### src/rtl/uart_rx_fifo.sv
// -----------------------------------------------------------------------------
// uart_rx_fifo
//
// Byte buffer sitting directly behind the UART receiver. Accepts bytes through
// the receiver's rx_data / rx_data_valid handshake (by driving its host_ready),
// tags every byte with the receiver's framing-error status, auto-clears that
// status once captured, and offers a first-word-fall-through read port with
// occupancy and status flags to the host register block.
//
// Optional feature (compile-time macro RX_FIFO_TIMEOUT_EN):
//   defined   -> idle counter drives rx_timeout (character timeout)
//   undefined -> no counter, rx_timeout tied low
//
// Parameters:
//   DEPTH          entry count, power of 2, 2..256
//   AFULL_LEVEL    almost_full threshold (count >= AFULL_LEVEL), 1..DEPTH
//   TIMEOUT_CYCLES idle cycles before rx_timeout (timeout build only)
//
// Ports:
//   clk, rst               clock, asynchronous active-high reset
//   rx_data[7:0]           receiver data
//   rx_data_valid          receiver holds a byte
//   rx_framing_err         receiver sticky framing error (level)
//   rx_overrun             receiver overrun indication (level)
//   rx_host_ready          to receiver host_ready; byte accepted when valid
//   rx_clear_framing_err   one-cycle pulse after a byte tagged with an error
//   flush                  synchronous empty request
//   rd_en                  pop head entry
//   rd_data[7:0], rd_ferr  head entry (FWFT), zero while empty
//   rd_valid               head entry valid
//   count                  occupancy
//   full, almost_full      occupancy flags
//   overrun_sticky         receiver overrun seen since last overrun_clear
//   overrun_clear          clears overrun_sticky (a coincident overrun wins)
//   rx_timeout             character-timeout flag
// -----------------------------------------------------------------------------
module uart_rx_fifo #(
  parameter int DEPTH          = 16,
  parameter int AFULL_LEVEL    = 12,
  parameter int TIMEOUT_CYCLES = 4096
) (
  input  logic                       clk,
  input  logic                       rst,
  input  logic [7:0]                 rx_data,
  input  logic                       rx_data_valid,
  input  logic                       rx_framing_err,
  input  logic                       rx_overrun,
  output logic                       rx_host_ready,
  output logic                       rx_clear_framing_err,
  input  logic                       flush,
  input  logic                       rd_en,
  output logic [7:0]                 rd_data,
  output logic                       rd_ferr,
  output logic                       rd_valid,
  output logic [$clog2(DEPTH+1)-1:0] count,
  output logic                       full,
  output logic                       almost_full,
  output logic                       overrun_sticky,
  input  logic                       overrun_clear,
  output logic                       rx_timeout
);

  localparam int AW = $clog2(DEPTH);
  localparam int CW = $clog2(DEPTH+1);
  localparam logic [CW-1:0] DEPTH_C = CW'(DEPTH);
  localparam logic [CW-1:0] AFULL_C = CW'(AFULL_LEVEL);

  // Elaboration-time parameter sanity checks.
  generate
    if (DEPTH < 2 || DEPTH > 256 || (DEPTH & (DEPTH - 1)) != 0) begin : g_bad_depth
      $error("uart_rx_fifo: DEPTH must be a power of 2 in 2..256");
    end
    if (AFULL_LEVEL < 1 || AFULL_LEVEL > DEPTH) begin : g_bad_afull
      $error("uart_rx_fifo: AFULL_LEVEL must be in 1..DEPTH");
    end
    if (TIMEOUT_CYCLES < 1) begin : g_bad_timeout
      $error("uart_rx_fifo: TIMEOUT_CYCLES must be at least 1");
    end
  endgenerate

  // ---------------------------------------------------------------------------
  // Storage and pointers
  // ---------------------------------------------------------------------------
  logic [8:0]    mem [DEPTH];      // {ferr, data}
  logic [AW-1:0] wr_ptr;
  logic [AW-1:0] rd_ptr;
  logic          push;
  logic          pop;
  logic          empty;
  logic [8:0]    head;

  // ---------------------------------------------------------------------------
  // Handshake and flags
  // ---------------------------------------------------------------------------
  // host_ready depends only on registered count and flush, so a same-cycle pop
  // never opens a slot for a push while full. A flush also cancels any pop.
  always_comb begin
    empty         = (count == '0);
    full          = (count == DEPTH_C);
    almost_full   = (count >= AFULL_C);
    rd_valid      = ~empty;
    rx_host_ready = ~full & ~flush;
    push          = rx_data_valid & rx_host_ready;
    pop           = rd_en & ~empty & ~flush;
  end

  // FWFT read port; outputs are forced to zero while the buffer is empty so
  // stale or never-written entries are not exposed.
  always_comb begin
    head    = mem[rd_ptr];
    rd_data = '0;
    rd_ferr = 1'b0;
    if (!empty) begin
      rd_data = head[7:0];
      rd_ferr = head[8];
    end
  end

  // Data array carries no reset; validity is tracked by count.
  always_ff @(posedge clk) begin
    if (push) begin
      mem[wr_ptr] <= {rx_framing_err, rx_data};
    end
  end

  always_ff @(posedge clk or posedge rst) begin
    if (rst) begin
      wr_ptr <= '0;
      rd_ptr <= '0;
      count  <= '0;
    end else if (flush) begin
      wr_ptr <= '0;
      rd_ptr <= '0;
      count  <= '0;
    end else begin
      if (push) begin
        wr_ptr <= wr_ptr + 1'b1;
      end
      if (pop) begin
        rd_ptr <= rd_ptr + 1'b1;
      end
      case ({push, pop})
        2'b10:   count <= count + 1'b1;
        2'b01:   count <= count - 1'b1;
        default: count <= count;
      endcase
    end
  end

  // ---------------------------------------------------------------------------
  // Receiver status handling
  // ---------------------------------------------------------------------------
  always_ff @(posedge clk or posedge rst) begin
    if (rst) begin
      rx_clear_framing_err <= 1'b0;
      overrun_sticky       <= 1'b0;
    end else begin
      // Clear the receiver's sticky error once it has been stored with a byte.
      rx_clear_framing_err <= push & rx_framing_err;
      if (rx_overrun) begin
        overrun_sticky <= 1'b1;
      end else if (overrun_clear) begin
        overrun_sticky <= 1'b0;
      end
    end
  end

  // ---------------------------------------------------------------------------
  // Character timeout
  // ---------------------------------------------------------------------------
`ifdef RX_FIFO_TIMEOUT_EN
  localparam int TW = $clog2(TIMEOUT_CYCLES+1);
  localparam logic [TW-1:0] TMO_C = TW'(TIMEOUT_CYCLES);

  logic [TW-1:0] idle_cnt;

  always_ff @(posedge clk or posedge rst) begin
    if (rst) begin
      idle_cnt <= '0;
    end else if (push || pop || flush || empty) begin
      idle_cnt <= '0;
    end else if (idle_cnt != TMO_C) begin
      idle_cnt <= idle_cnt + 1'b1;
    end
  end

  assign rx_timeout = ~empty & (idle_cnt == TMO_C);
`else
  assign rx_timeout = 1'b0;
`endif

endmodule

### config.mk
export PLATFORM = sky130hd
export DESIGN_NAME = uart_rx_fifo
export DESIGN_NICKNAME = d
export VERILOG_FILES = /design/src/rtl/uart_rx_fifo.sv
export SDC_FILE = /design/constraint.sdc
export NUM_CORES = 1
export LEC_CHECK = 0
export ABC_AREA = 1
export CAP_MARGIN = 5
export CORE_MARGIN = 5
export CORE_UTILIZATION = 55
export DETAILED_ROUTE_END_ITERATION = 10
export PLACE_DENSITY = 0.8
export SLEW_MARGIN = 0
export SYNTH_ARGS = -nofsm -noshare
export SYNTH_HDL_FRONTEND = slang
export SYNTH_SLANG_ARGS = --single-unit
### constraint.sdc
create_clock -name clk -period 1.95 [get_ports clk]
set_input_delay 0.39 -clock clk [delete_from_list [all_inputs] [get_ports clk]]
set_output_delay 0.39 -clock clk [all_outputs]
set_load 0.02 [all_outputs]
* Word-level counts from Yosys, hierarchy flattened
Memory sizes are Yosys's and may differ from the RTL's.
Cells that the tools add are included.
** Cells by class
- Reductions and logical operators :: 5
- Bitwise gates (word level) :: 8
- Equality and inequality tests :: 3
- $lt $le $gt $ge :: 1
- Add/sub/neg operators :: 4
- Muxes and demuxes :: 12
** Operator list (number)
- two-way mux 4 bit :: 4
- one-hot mux 5 bit (2 select lines) :: 1
- adder 4 x 1 -> 4 bit, second input constant :: 2
- two-way mux 8 bit :: 1
- nonzero test 2 bit :: 3
- adder 5 x 1 -> 5 bit, second input constant :: 1
- bitwise AND 1 bit :: 5
- equality test 5 bit, second input constant :: 1
- greater-or-equal comparator 5 x 4 -> 1 bit, second input constant :: 1
- logical NOT 5 bit :: 1
- two-way mux 1 bit :: 5
- two-way mux 5 bit :: 1
- subtractor 5 x 1 -> 5 bit, second input constant :: 1
- inverter 1 bit :: 3
- nonzero test 3 bit :: 1
- equality test 2 x 1 -> 1 bit, second input constant :: 1
- equality test 2 bit, second input constant :: 1
** Storage, ports and cells
- Output and inout bits :: 21
- Flip-flop bits (word level) :: 15
- Memory bits (writable) :: 144
- Logic and storage cells :: 39
- Memories :: 1
** Memory list
- mem :: depth 16, bits a word 9, rd ports 1, clocked after memory_dff 0, write ports 1, line 84 : logic [8:0] mem [DEPTH];

* Longest topological paths before layout
Gate-level depths: netlist (run 1).
- Word-level depth :: 7
- Gate-level depth with buffers :: 16
- Mapped depth without buffers :: 16

* Worst setup path after synthesis (run 1)
No wires, ideal clock.
- Path type :: register -> register
- Start point :: register count[2]
- End point :: register count[4]
- Slack :: -0.022 ns
- Path buffers :: 0
- Clock period less this slack :: 1.972 ns
- Data required time :: 1.833 ns
- Arrival :: 1.855 ns
- Cell stages (with the launch flop) :: 15
- Library setup time :: 0.117 ns
- Cell sequence :: dfrtp_1 -> nor2_2 -> nand3_4 -> nand2_4 -> nor2_8 -> nand2_4 -> inv_4 -> ha_1 -> inv_1 -> o21bai_1 -> inv_1 -> nand2_1 -> nand2_1 -> nand3_1 -> nand2_1
** Between the ends
- Cells in the longest elaborated chain, start to end :: 7
- Elaborated cells on any way between the ends :: 15
- Classes of those cells :: 2 x add/sub; 3 x eq/ne; 2 x mux; 6 x bitwise; 2 x reduce/logical
** Ends and longest elaborated chain
- start, declared :: line 55 : output logic [$clog2(DEPTH+1)-1:0] count,
- start signal, assigned :: line 143 : 2'b10: count <= count + 1'b1;
- start signal, assigned :: line 144 : 2'b01: count <= count - 1'b1;
- start signal, assigned :: line 145 : default: count <= count;
- logical NOT 5 bit * :: line 98 : empty = (count == '0);
- inverter 1 bit *
- named net rd_valid :: line 54 : output logic rd_valid,
- bitwise AND 1 bit * (2 in series) :: line 104 : pop = rd_en & ~empty & ~flush;
- equality test 2 x 1 -> 1 bit or equality test 2 bit (tied branches) :: line 142 : case ({push, pop})
- one-hot mux 5 bit (2 select lines) :: line 142
- two-way mux 5 bit :: line 131 : end else if (flush) begin
The timed path passes the listed nets; every way through them passes the cells marked *.
A chain may end at the register's enable or synchronous reset.

* Worst setup path in the final report (run 1)
- Start point :: register rd_ptr[0]
- End point :: output port rd_data[2]
** Between the ends
- Cells in the longest elaborated chain, start to end :: 2
** Ends and longest elaborated chain
- start, declared :: line 86 : logic [AW-1:0] rd_ptr;
- start signal, assigned :: line 140 : rd_ptr <= rd_ptr + 1'b1;
- memory (16 x 9 bit)
- two-way mux 8 bit :: line 113 : if (!empty) begin
- end, declared :: line 52 : output logic [7:0] rd_data,
No other way between the ends.

==> results of run 1 <==
[flip-flops by register name, summed over array words and instances, names as in the netlist]
register / flops
count: 5
mem: 144
overrun_sticky: 1
rd_ptr: 4
rx_clear_framing_err: 1
wr_ptr: 4
[critical path: stages (launching register included)]
cell                      delay [ns]
sky130_fd_sc_hd__dfrtp_2        0.44
sky130_fd_sc_hd__inv_4          0.11
sky130_fd_sc_hd__buf_12         0.15
sky130_fd_sc_hd__buf_6          0.10
sky130_fd_sc_hd__o21ai_0        0.07
sky130_fd_sc_hd__o22ai_1        0.21
sky130_fd_sc_hd__nor2_1         0.11
sky130_fd_sc_hd__nor2_1         0.13
sky130_fd_sc_hd__o21ai_2        0.10
sky130_fd_sc_hd__a21oi_2        0.15
sky130_fd_sc_hd__buf_4          0.15
[stage by stage]
stage / cells / hold slack, ns / total power, mW / utilization, %
3_3_place_gp: 772 / 0.5069 / 7.717 / 64.82
2_1_floorplan: 541 / 0.2915 / 6.048 / -
4_1_cts: 823 / 0.3544 / 12.14 / 73.62
6_report: 836 / 0.3549 / 12.74 / 75.59
3_5_place_dp: 772 / 0.5132 / 7.815 / 64.82
5_1_grt: 836 / 0.3919 / 13.22 / 75.59
[layout by cell type, fill, tap and decap left out, types with 9 or more instances in the layout]
cell                              instances
sky130_fd_sc_hd__clkdlybuf4s50_1         18
sky130_fd_sc_hd__o21ai_2                 11
sky130_fd_sc_hd__clkbuf_16               19
sky130_fd_sc_hd__inv_1                   18
sky130_fd_sc_hd__buf_4                   83
sky130_fd_sc_hd__o21ai_1                 25
sky130_fd_sc_hd__nor2_1                  95
sky130_fd_sc_hd__o221ai_1                18
sky130_fd_sc_hd__edfxtp_1               144
sky130_fd_sc_hd__o21ai_0                 52
sky130_fd_sc_hd__buf_6                   21
sky130_fd_sc_hd__buf_12                   9
sky130_fd_sc_hd__dfrtp_1                 14
sky130_fd_sc_hd__o22ai_1                  9
sky130_fd_sc_hd__nand3_1                 19
sky130_fd_sc_hd__a21oi_2                  9
sky130_fd_sc_hd__nand2_1                 34
[worst paths after layout]
path,start,cells after the start,end,slack (ns)
max,rd_ptr[0]$_DFFE_PP0P_,10,rd_data[2],-0.60
min,rst,2,overrun_sticky$_DFFE_PP0P_,0.35
max reg2reg,count[0]$_DFFE_PP0P_,16,count[4]$_DFFE_PP0P_,0.05
min reg2reg,overrun_sticky$_DFFE_PP0P_,2,overrun_sticky$_DFFE_PP0P_,0.53
max in group asynchronous,rst,2,rd_ptr[0]$_DFFE_PP0P_,1.12
min in group clk,overrun_clear,2,overrun_sticky$_DFFE_PP0P_,0.52
[cells in the mapped netlist (all sizes together)]
master  instances  share of area, %
clkbuf         20               1.1
o221ai         26               3.4
ha              7               1.3
nand3b          1              0.11
a21oi          11               1.0
o21bai          2              0.23
edfxtp        144                65
conb            1             0.056
inv            26               1.5
xor2            1              0.13
nand2          40               2.5
o21ai          89               6.7
nand3          28               2.6
buf             9              0.72
nor3            2              0.15
o22ai          11               1.0
clkinv          1             0.056
nor2          107               6.5
dfrtp          15               5.7
[timing repair]
action	CTS	global route
pin swaps	43	41
cloned	4	1
setup endpoints to repair	18	105
setup buffers	15	14
gates resized for setup	139	45
[logic make-up after synthesis]
| family | Yosys count | synth area share, % |
|---|---|---|
| compound gates | 139 | 12.40 |
| xor+xnor | 1 | 0.1319 |
| other cells | 1 | 0.05647 |
| flops | 159 | 70.77 |
| simple gates | 178 | 11.91 |
| fa+ha+maj | 7 | 1.319 |
| buf+inv | 56 | 3.411 |
[where the power goes]
group          switching [mW]  internal [mW]  total (mW)
combinational            2.85           2.43        5.28
sequential             0.0867           3.84        3.93
clock                    1.30           2.22        3.52
[cell type report]
type,count,share of cell area (%)
Multi-Input combinational cell,326,21.85
Timing Repair Buffer,145,15.65
Clock buffer,23,5.656
Tap cell,147,2.043
Inverter,27,1.181
Clock inverter,9,1.417
Sequential cell,159,52.21
[metal layers]
layer  wire length (µm)  global-route usage, %  vias to the layer above
li1                   -                      -                     2251
met1               6856                  32.24                     2487
met2               9596                  43.61                      374
met3               1758                  6.409                       88
met4               1040                  15.46                        0
met5                  0                      0                        -
==> qor.tcl, run 1 <==
set qor(run_status) {finished, violations left}
set qor(failed_checks) {negative setup slack}
set qor(ys_ff_latch) 159
set qor(rsz0062_at_grt) {true}
set qor(htreeDepth) 4
set qor(grt_max_degree) 33
set qor(die_width_um) 119.9
set qor(setup_ws_ns) -0.5986
set qor(worstSetupEndpointType) {primary output}
set qor(synthesis.instances) 541
set qor(die_h_um) 119.9
set qor(synth_warnings) 0
set qor(timing.setup.critical_path_class) {flop to primary output}
set qor(finalHoldViolations) 0
set qor(finish.instance_area_um2) 9004
set qor(dp_worst_setup_slack_ns) -0.5587
set qor(ioPinCount) 37
set qor(global_route.usage.total_pct) 26.60
set qor(critical_path.max_fanout) 8
set qor(pwr_density_cell_nw_per_um2) 1415
set qor(max_freq_ghz) 0.3924
set qor(max_cap_violations) 0
set qor(cp.required_ns) 1.56
set qor(count_of_different_cell_masters_after_synthesis) 31
set qor(num_antenna_cells) 0
set qor(worst_hold_path_type) {input port to async pin}
set qor(area_growth_pct) 35.59
set qor(gp_congestion) 0.8924
set qor(vias_per_cell) 6.220
set qor(die_area_um2) 14370
set qor(floorplan.initialDensity_pct) 55.75
set qor(gr-total-overflow) 0
set qor(syn_avg_cell_area_um2) 12.27
set qor(seq_area_um2) 4701
set qor(syn-cell-area_um2) 6640
set qor(numCtsBuffers) 17
set qor(timing.final.crit_share_pct) 130.7
set qor(cp-start-kind) {flop}
set qor(drt-total-wl_um) 19250
set qor(finalSetupViolCount) 9
set qor(max-clock-path-buffers) 2
set qor(drc) 0
set qor(dr.first_iter.drc_count) 735
set qor(cellLeakagePower_nw) 3.362
set qor(antenna_violating_nets_post_route) 0
set qor(synth_seq_area_share_pct) 70.77
set qor(grt_pass1_vias) 5176
set qor(worst_pin_slew_ns) 0.6653
set qor(timing_max_transition_violations_final) 0
set qor(core.rowCount) 40
set qor(synth.net_count) 564
set qor(fin_setup_tns_ns) -4.625
set qor(clk_pin_slew_ns) 0.06
set qor(post-route-min-period_ns) 2.549
set qor(grt_pass1_wl_um) 28220
set qor(tritoncts) {built}
set qor(drt_pass1_iterations) 6
set qor(post_route_cells_drive_above_1_share_pct) 32.22
set qor(final.setup_skew_ns) 0.01276
set qor(multi_input_comb_area_um2) 1967
set qor(filler_cell_count) 679
set qor(detailroute.via_count) 5200
set qor(antenna_found_initial) 0
set qor(dpl-instance-area_um2) 7721
set qor(buffer_ports.inserted) 35
set qor(irDropWorstVdd_mv) 0.8428
set qor(core_region_area_um2) 11910
set qor(max_slew_margin_pct) 55.60
set qor(final_nets) 699
set qor(clkSinkCount) 159
set qor(clock_insertion_delay_at_the_later_pin_of_the_skew_report_ns) 0.43
set qor(worst-endpoint-arrival_ns) 2.16
set qor(place_hpwl_um) 10840
set qor(clockRootBuffer) {sky130_fd_sc_hd__clkbuf_16}
set qor(route.detailed.wl_per_inst_um) 23.03
set qor(postCtsHoldBufs) 0
No activity file was read; power rests on OpenSTA's default activity.
==> run 2, diff against run 1 <==
==> constraint.sdc (replaced) <==
create_clock -name clk -period 1.95 [get_ports clk]
set_input_delay 0.2925 -clock clk [delete_from_list [all_inputs] [get_ports clk]]
set_output_delay 0.2925 -clock clk [all_outputs]
set_load 0.02 [all_outputs]
==> run 2 against run 1 <==
Compared with the run above: the run still ends with negative setup slack left; maximum frequency increased by 5.2%; worst hold slack got worse by 0.097 ns; largest cell class unchanged; core utilization is 2.6 points lower; critical endpoint is now rd_ferr.
==> qor.tcl, run 2 (synthesis gave the netlist of run 1 again) <==
set qor(run_status) {finished, violations left}
set qor(failed_checks) {negative setup slack}
set qor(route.detailed.wl_per_inst_um) 23.10 ;# +0.30%
set qor(global_route.usage.total_pct) 25.89 ;# -0.71 points
set qor(htreeDepth) 4 ;# unchanged
set qor(die_h_um) 119.9 ;# unchanged
set qor(max_freq_ghz) 0.4128 ;# +5.2%
set qor(floorplan.initialDensity_pct) 55.75 ;# unchanged
set qor(area_growth_pct) 30.98
set qor(worst_hold_path_type) {input port to async pin}
set qor(cp.required_ns) 1.66 ;# +0.10 ns
set qor(drt_pass1_iterations) 5 ;# -1
set qor(timing.final.crit_share_pct) 124.2 ;# -6.5 points
set qor(clockRootBuffer) {sky130_fd_sc_hd__clkbuf_16}
set qor(irDropWorstVdd_mv) 1.028 ;# +22%
set qor(worst_pin_slew_ns) 0.6869 ;# +0.02164 ns
set qor(crit_end) {rd_ferr}
set qor(dp.cells) 761 ;# -1.4%
set qor(cp-start-kind) {flop}
set qor(max_slew_margin_pct) 54.06 ;# -1.5 points
set qor(seq_power_share_pct) 31.8 ;# +0.9 points
set qor(numCtsBuffers) 17 ;# unchanged
set qor(clk_pin_slew_ns) 0.06 ;# about the same
set qor(ioPinCount) 37 ;# unchanged
set qor(postCtsHoldBufs) 0 ;# unchanged
set qor(grt_max_degree) 25 ;# -24%
set qor(p_sw_mw) 4.154 ;# -2.1%
set qor(rsz0062_at_grt) {true}
set qor(final_nets) 669 ;# -4.3%
set qor(dr.first_iter.drc_count) 822 ;# +12%
set qor(antenna_violating_nets_post_route) 0 ;# unchanged
set qor(cellLeakagePower_nw) 3.210 ;# -4.5%
set qor(grt_pass1_wl_um) 28010 ;# -0.76%
set qor(finalHoldViolations) 0 ;# unchanged
set qor(gr-total-overflow) 0 ;# unchanged
set qor(clkSinkCount) 159 ;# unchanged
set qor(p_int_mw) 8.214 ;# -3.3%
set qor(largest_register_ff_count) 144 ;# unchanged
set qor(timing.setup.critical_path_class) {flop to primary output}
set qor(startpoint_of_the_lowest_slack_register_to_register_path) {count[2]$_DFFE_PP0P_}
set qor(rr_worst_depth) 16 ;# unchanged
set qor(regs_by_ff_count) {mem x144, count x5}
set qor(mostFrequentLayoutCells) {sky130_fd_sc_hd__edfxtp_1, sky130_fd_sc_hd__nor2_1, sky130_fd_sc_hd__o21ai_0}
set qor(worst-endpoint-arrival_ns) 2.13 ;# -0.03 ns
set qor(die_area_um2) 14370 ;# unchanged
set qor(grt_pass1_vias) 5167 ;# -0.17%
set qor(tritoncts) {built}
set qor(die_width_um) 119.9 ;# unchanged
set qor(layout.cells.most_common) {sky130_fd_sc_hd__edfxtp_1}
set qor(finalSetupViolCount) 10 ;# +1
set qor(filler_cell_count) 700 ;# +3.1%
set qor(vias_per_cell) 6.418 ;# +3.2%
set qor(setup_ws_ns) -0.4724 ;# +0.1263 ns
set qor(final.setup_skew_ns) 0.009760 ;# -0.002997 ns
set qor(largest_register) {mem}
set qor(crit_startpoint) {rd_ptr[0]$_DFFE_PP0P_}
set qor(critical_path.max_fanout) 7 ;# -1
set qor(place_hpwl_um) 10460 ;# -3.5%
set qor(worst_reg2reg_path_endpoint) {count[4]$_DFFE_PP0P_}
set qor(detailroute.via_count) 5173 ;# -0.52%
set qor(max-clock-path-buffers) 2 ;# unchanged
set qor(buffer_ports.inserted) 35 ;# unchanged
set qor(num_antenna_cells) 0 ;# unchanged
set qor(gp_congestion) 0.8972 ;# +0.54%
set qor(clock_insertion_delay_at_the_later_pin_of_the_skew_report_ns) 0.42 ;# about the same
set qor(timing_max_transition_violations_final) 0 ;# unchanged
set qor(core_region_area_um2) 11910 ;# unchanged
set qor(layout.core_utilization_pct) 73.01 ;# -2.6 points
set qor(core.rowCount) 40 ;# unchanged
set qor(max_cap_violations) 0 ;# unchanged
set qor(pwr-share-comb_pct) 39.4 ;# -2.1 points
set qor(post-route-min-period_ns) 2.422 ;# -0.1263 ns
set qor(worstSetupEndpointType) {primary output}
set qor(power_switching_share_pct) 33.59 ;# +0.27 points
set qor(timing.reg2reg.setup_slack_ns) -0.02 ;# -0.07 ns
set qor(pwr_density_cell_nw_per_um2) 1422 ;# +0.52%
set qor(drc) 0 ;# unchanged
set qor(worst_hold_slack_ns) 0.2581 ;# -0.09673 ns
set qor(drt-total-wl_um) 18620 ;# -3.3%
set qor(antenna_found_initial) 0 ;# unchanged
set qor(clkPwrFrac_pct) 28.8 ;# +1.1 points
set qor(final_cell_count_no_fill) 806 ;# -3.6%
set qor(post_route_cells_drive_above_1_share_pct) 25.64 ;# -6.6 points
run 2: repair_timing:
item | in CTS | in global routing
cloned | 4 | 1
setup buffers | 8 | 2
resized for setup | 93 | 47
setup endpoints to repair | 14 | 14
pin swaps | 29 | 17
run 2: per-stage QoR:
step | cell area (µm²) | setup TNS, ns | setup WS, ns | power, mW
after global routing | 8697 | -4.617 | -0.5123 | 12.79
final | 8697 | -3.751 | -0.4724 | 12.37
after floorplan | 6650 | 0 | 0.01143 | 5.984
after global placement | 7629 | -3.220 | -0.3714 | 7.552
after detailed placement | 7629 | -5.560 | -0.4427 | 7.668
after CTS | 8526 | -3.157 | -0.3869 | 11.84
run 2: worst min path at each step:
| stage | depth (start not counted) | endpoint |
|---|---|---|
| floorplan | 1 | count[0]$_DFFE_PP0P_ |
| global placement | 2 | overrun_sticky$_DFFE_PP0P_ |
| detailed placement | 2 | overrun_sticky$_DFFE_PP0P_ |
| CTS | 2 | rd_ptr[1]$_DFFE_PP0P_ |
| global route | 2 | count[0]$_DFFE_PP0P_ |
| finish | 2 | rd_ptr[1]$_DFFE_PP0P_ |
run 2: layout make-up:
type / count / area [µm²] / share of cell area, %
clock buffers: 21 / 440.4 / 5.064
clock inverters: 11 / 187.7 / 2.158
inverters: 27 / 108.9 / 1.252
multi-input cells: 326 / 1883 / 21.65
flip-flops and latches: 159 / 4701 / 54.05
well taps: 147 / 183.9 / 2.115
repair buffers: 115 / 1192 / 13.71
run 2: power by group through the flow:
stage | Combinational, mW | Clock [mW] | Sequential [mW]
3_5_place_dp | 3.67 | 0 | 3.99
4_1_cts | 4.35 | 3.55 | 3.94
6_report | 4.87 | 3.56 | 3.94
2_1_floorplan | 1.93 | 0 | 4.05
3_3_place_gp | 3.57 | 0 | 3.98
5_1_grt | 5.10 | 3.73 | 3.95
run 2: layer usage:
layer / routed length, µm / part of all wire, % / up-vias / global-route usage (%)
met5: 0 / 0 / - / 0
met4: 839 / 4.5 / 0 / 11.10
met3: 1673 / 9.0 / 95 / 6.739
met2: 9362 / 50 / 384 / 43.43
met1: 6740 / 36 / 2511 / 31.95
li1: - / - / 2183 / -
run 2: worst max-delay path: stages (launching register included):
cell and delay (ns):
sky130_fd_sc_hd__dfrtp_2 0.45, sky130_fd_sc_hd__buf_12 0.14, sky130_fd_sc_hd__buf_12 0.11, sky130_fd_sc_hd__buf_16 0.12, sky130_fd_sc_hd__nor2_1 0.05, sky130_fd_sc_hd__o221ai_1 0.31
sky130_fd_sc_hd__nand3_1 0.17, sky130_fd_sc_hd__a21oi_2 0.22, sky130_fd_sc_hd__buf_6 0.15
